$ cat src/rtl/hex_scan_driver.sv
// rtl/hex_scan_driver.sv - time-multiplexed seven-segment scanner
// Frame snapshot, dead time, PWM dimming, blank/dp control, leading-zero suppression.
module hex_scan_driver #(
  parameter int NUM_DIGITS   = 4,
  parameter int DIGIT_PERIOD = 32768,
  parameter int DEAD_CYCLES  = 256,
  parameter int BRIGHT_W     = 4
) (
  input  logic                    clk,
  input  logic                    reset_n,
  input  logic [4*NUM_DIGITS-1:0] digits,
  input  logic [NUM_DIGITS-1:0]   dp_en,
  input  logic [NUM_DIGITS-1:0]   blank,
  input  logic                    lz_suppress,
  input  logic [BRIGHT_W-1:0]     brightness,
  output logic [7:0]              hex_seg,
  output logic [NUM_DIGITS-1:0]   hex_grid,
  output logic                    frame_start
);

  localparam int TICK_BITS = (DIGIT_PERIOD > 1) ? $clog2(DIGIT_PERIOD) : 1;
  localparam int TICK_W    = (TICK_BITS > BRIGHT_W) ? TICK_BITS : BRIGHT_W;
  localparam int IDX_W     = (NUM_DIGITS > 1) ? $clog2(NUM_DIGITS) : 1;
  localparam logic [TICK_W-1:0] TICK_LAST = TICK_W'(DIGIT_PERIOD - 1);
  localparam logic [TICK_W-1:0] DEAD_END  = TICK_W'(DEAD_CYCLES);
  localparam logic [IDX_W-1:0]  IDX_LAST  = IDX_W'(NUM_DIGITS - 1);

  logic [TICK_W-1:0]       tick;
  logic [IDX_W-1:0]        idx;
  logic [4*NUM_DIGITS-1:0] digits_snap;
  logic [NUM_DIGITS-1:0]   dp_snap;
  logic [NUM_DIGITS-1:0]   blank_snap;
  logic                    lz_snap;
  logic                    snap_edge;
  logic [NUM_DIGITS-1:0]   zero_lead;
  logic                    suffix_zero;
  logic                    dead;
  logic                    lit;
  logic [3:0]              nib;
  logic                    dp_cur;
  logic                    blank_cur;
  logic                    zl_cur;
  logic [7:0]              seg_next;
  logic [NUM_DIGITS-1:0]   grid_next;

  function automatic logic [6:0] glyph(input logic [3:0] n);
    case (n)
      4'h0: glyph = 7'h3F;
      4'h1: glyph = 7'h06;
      4'h2: glyph = 7'h5B;
      4'h3: glyph = 7'h4F;
      4'h4: glyph = 7'h66;
      4'h5: glyph = 7'h6D;
      4'h6: glyph = 7'h7D;
      4'h7: glyph = 7'h07;
      4'h8: glyph = 7'h7F;
      4'h9: glyph = 7'h6F;
      4'hA: glyph = 7'h77;
      4'hB: glyph = 7'h7C;
      4'hC: glyph = 7'h39;
      4'hD: glyph = 7'h5E;
      4'hE: glyph = 7'h79;
      default: glyph = 7'h71;
    endcase
  endfunction

  assign snap_edge = (tick == '0) && (idx == '0);

  always_ff @(posedge clk or negedge reset_n) begin
    if (!reset_n) begin
      tick <= '0;
      idx  <= '0;
    end else if (tick == TICK_LAST) begin
      tick <= '0;
      idx  <= (idx == IDX_LAST) ? '0 : idx + 1'b1;
    end else begin
      tick <= tick + 1'b1;
    end
  end

  // Inputs are frozen once per frame so a multi-digit value never tears mid-scan.
  always_ff @(posedge clk or negedge reset_n) begin
    if (!reset_n) begin
      digits_snap <= '0;
      dp_snap     <= '0;
      blank_snap  <= '0;
      lz_snap     <= 1'b0;
    end else if (snap_edge) begin
      digits_snap <= digits;
      dp_snap     <= dp_en;
      blank_snap  <= blank;
      lz_snap     <= lz_suppress;
    end
  end

  always_comb begin
    zero_lead   = '0;
    suffix_zero = 1'b1;
    for (int i = NUM_DIGITS - 1; i >= 0; i--) begin
      suffix_zero  = suffix_zero && (digits_snap[4*i +: 4] == 4'h0);
      zero_lead[i] = lz_snap && (i != 0) && suffix_zero;
    end
  end

  assign dead = (tick < DEAD_END);
  assign lit  = (brightness == '1) || (tick[BRIGHT_W-1:0] < brightness);

  always_comb begin
    nib       = 4'h0;
    dp_cur    = 1'b0;
    blank_cur = 1'b0;
    zl_cur    = 1'b0;
    seg_next  = '1;
    grid_next = '1;
    for (int i = 0; i < NUM_DIGITS; i++) begin
      if (idx == IDX_W'(i)) begin
        nib       = digits_snap[4*i +: 4];
        dp_cur    = dp_snap[i];
        blank_cur = blank_snap[i];
        zl_cur    = zero_lead[i];
      end
    end
    if (!dead && lit && !blank_cur) begin
      for (int i = 0; i < NUM_DIGITS; i++) begin
        grid_next[i] = (idx != IDX_W'(i));
      end
      seg_next[6:0] = zl_cur ? 7'h7F : ~glyph(nib);
      seg_next[7]   = ~dp_cur;
    end
  end

  always_ff @(posedge clk or negedge reset_n) begin
    if (!reset_n) begin
      hex_seg     <= '1;
      hex_grid    <= '1;
      frame_start <= 1'b0;
    end else begin
      hex_seg     <= seg_next;
      hex_grid    <= grid_next;
      frame_start <= snap_edge;
    end
  end

endmodule
$ cat config.mk
export PLATFORM = sky130hd
export DESIGN_NAME = hex_scan_driver
export DESIGN_NICKNAME = d
export VERILOG_FILES = /design/src/rtl/hex_scan_driver.sv
export SDC_FILE = /design/constraint.sdc
export NUM_CORES = 1
export LEC_CHECK = 0
export ABC_AREA = 1
export CORE_MARGIN = 2
export CORE_UTILIZATION = 54
export DETAILED_ROUTE_END_ITERATION = 10
export PLACE_DENSITY_LB_ADDON = 0.05
export SYNTH_ARGS = -nofsm -noshare
export SYNTH_HDL_FRONTEND = slang
export SYNTH_SLANG_ARGS = --single-unit
$ cat constraint.sdc
create_clock -name clk -period 2.6 [get_ports clk]
set_input_delay 0.52 -clock clk [delete_from_list [all_inputs] [get_ports clk]]
set_output_delay 0.52 -clock clk [all_outputs]
set_load 0.02 [all_outputs]
==> run metrics <==
area leader, netlist dfrtp_1; first-pass detailed-route iteration total 4; global-route wire length before repair 10,500 um; Max VDD drop 0.259 mV; clock buffer count from CTS 5; Slowest cell on crit path dfrtp_1; Multi-input gate area 1350 um^2; Rows 27; WL final 6030 um; CTS HTree Levels 2; Cells after Synth 367; CP Capture Type flop; Netlist cell types 30; Avg Cell Area, Syn 8.15 um^2; crit path cell chain inv_1, ha_1, inv_1, nand2_1, nand3_1, nand2_1, nand2_1, ha_1, nand3_1, nand3_1, nand3_1; Leak 0.00180 uW; die area 6150 um^2; layout cells sized above 1 10.7%; period utilization 82.1%; commonest cells after routing, fill and taps aside 122 x nand2_1, 43 x dfrtp_1, 42 x clkdlybuf4s50_1; Vias/cell 4.97; Crit Path Category reg2reg; crit path DAT 2.37 ns; Worst-Skew Late Latency 0.31 ns; Yosys warning total 0; sequential standard cell area 1390 um^2; number of buffers and inverters on the critical path 2; Setup WS post-layout 0.465 ns; placed inst area 3470 um^2; setup bufs post-CTS 0; maxcap violations 0; Die Width 78.4 um; initial antenna violation count 0; post-synth top area share 36.0%; post-cts resize count 0; Synth Register Bits 55; Die Height 78.4 um; final setup TNS 0 ns; residual DRC count 0; clock slew at reported path FFs 0.09 ns; Seq/Total Area, Yosys 46.5%; Critical Path Start Type flop; final setup vio count 0; Power Dens Cells 430 nW/um^2; Area Overhead vs Synth 19.3%; clock skew 0.00424 ns; I/O pin cnt 44; CTS tree built; routed via count 2,399; Starting Density 55.0%; Final Hold Vio Count 0; average wire per standard cell 12.5 um; Port Buf Inserts 43; RSZ-0062 raised after global routing no; ant diodes 0; GRT overflow 0; number of global-route vias before repair 2,227; top post-synthesis cells by area dfrtp_1 36%, nand2_1 15%, dfstp_2 11%; clock root cell clkbuf_8; Sink Count 55; syn nets 413; Core Area 5440 um^2; CP Data Required Time 2.83 ns; post-route ant nets 0; Post-CTS Hold Fix Bufs 0; Critical Path Most Common Cell nand3_1; RePlAce Congestion 0.913; Final #Nets 456; Achievable Freq 0.468 GHz; Top delay family on crit path adder cells; Crit path largest cell delay 0.41 ns; Fillers 457; Cell Area, Synth 2990 um^2; Worst R2R Setup Slack 0.47 ns; largest net degree at the start of global routing 32; min Tclk post-route 2.13 ns; GRT Util Overall 21.7%; Detail Placement HPWL 4430 um; First DRT Iteration DRCs 138; Worst Tran Pin Value 0.565 ns; Max clock buf depth 2; commonest non-fill, non-tap cell in the layout nand2_1; crit-path max FO 8; final instance area 3570 um^2; Final Slew Violations 0; pre-CTS WS 0.377 ns; Hold Path Class in2async; relative slew slack 62.3%; status finished clean
## through the flow
stage                     utilization [%]  instances  total power, uW  hold WS, ns
final                                65.6        483             1540        0.190
after global routing                 65.6        483             1610        0.226
after CTS                            65.6        483             1550        0.206
after detailed placement             63.8        475             1040        0.455
after global placement               63.8        475             1040        0.462
after floorplan                         -        367              956        0.224
## cell usage after synthesis
cell and instances:
nand2_1 122, dfrtp_1 43, inv_1 39, nand3_1 37, nor2_1 25, ha_1 15
a21oi_1 13, dfstp_2 12, xor2_1 7, o21ai_0 5, buf_4 4, buf_6 4
inv_2 4, nand2_2 4, nor3_1 4, nand3_2 3, nand3b_1 3, nand4_1 3
o21ai_1 3, buf_2 2, nand2_4 2, nor2_2 2, nor2_4 2, nor3_4 2
o21ai_2 2, a211oi_1 1, nor3b_1 1, o211ai_1 1, o31ai_1 1, xnor2_1 1
## routing by layer
| metal | global-route usage [%] | up-vias | wire length [um] |
|---|---|---|---|
| li1 | - | 1234 | - |
| met1 | 32.6 | 1086 | 2990 |
| met2 | 31.6 | 72 | 2660 |
| met3 | 3.68 | 7 | 295 |
| met4 | 7.72 | 0 | 88 |
| met5 | 0 | - | 0 |
## path summary, 6_finish.rpt
kind	depth (start not counted)	endpoint	from
setup reg to reg	11	hex_seg[3]	idx[1]
setup / recovery	11	hex_seg[3]	idx[1]
min in group clk	1	hex_seg[7]	dp_snap[3]
hold reg to reg	1	hex_seg[7]	dp_snap[3]
max in group asynchronous	2	hex_seg[7]	reset_n
hold / removal	1	tick[8]	reset_n
## worst register-to-register path, cell delays in order, from the launching register on
cell	delay, ns
dfrtp_1	0.41
inv_1	0.12
ha_1	0.34
inv_1	0.19
nand2_1	0.11
nand3_1	0.09
nand2_1	0.07
nand2_1	0.13
ha_1	0.36
nand3_1	0.09
nand3_1	0.09
nand3_1	0.07
## cells by family (layout without fill, tap and decap cells)
kind of cell,count (synthesis),count (layout),share of synthesized area [%]
adders and majority gates,15,15,6.27
buffers and inverters,53,97,8.24
and+or+nand+nor,210,210,31.8
DFF,55,55,46.5
AOI/OAI and AO/OA,26,26,4.85
xor gates and xnor gates,8,8,2.34
## state kept, by name, summed over array words and instances (netlist names)
| register | flops |
|---|---|
| blank_snap | 4 |
| tick | 15 |
| idx | 2 |
| frame_start | 1 |
| hex_seg | 8 |
| digits_snap | 16 |
| dp_snap | 4 |
| hex_grid | 4 |
| lz_snap | 1 |
## report_power, final
part | switching (uW) | leakage, uW | internal, uW
combinational | 65.6 | 0.00110 | 67.3
clock | 270 | 0.0000515 | 244
sequential | 13.8 | 0.000655 | 876
total | 350 | 0.00180 | 1190
## cell type report
type,count,area share [%]
flip-flops and latches,55,39.0
well taps,72,2.52
inverters,43,4.52
repair buffers,46,13.2
clock buffers,8,2.80
multi-input cells,259,37.9
(Power assumes the default switching activity.)
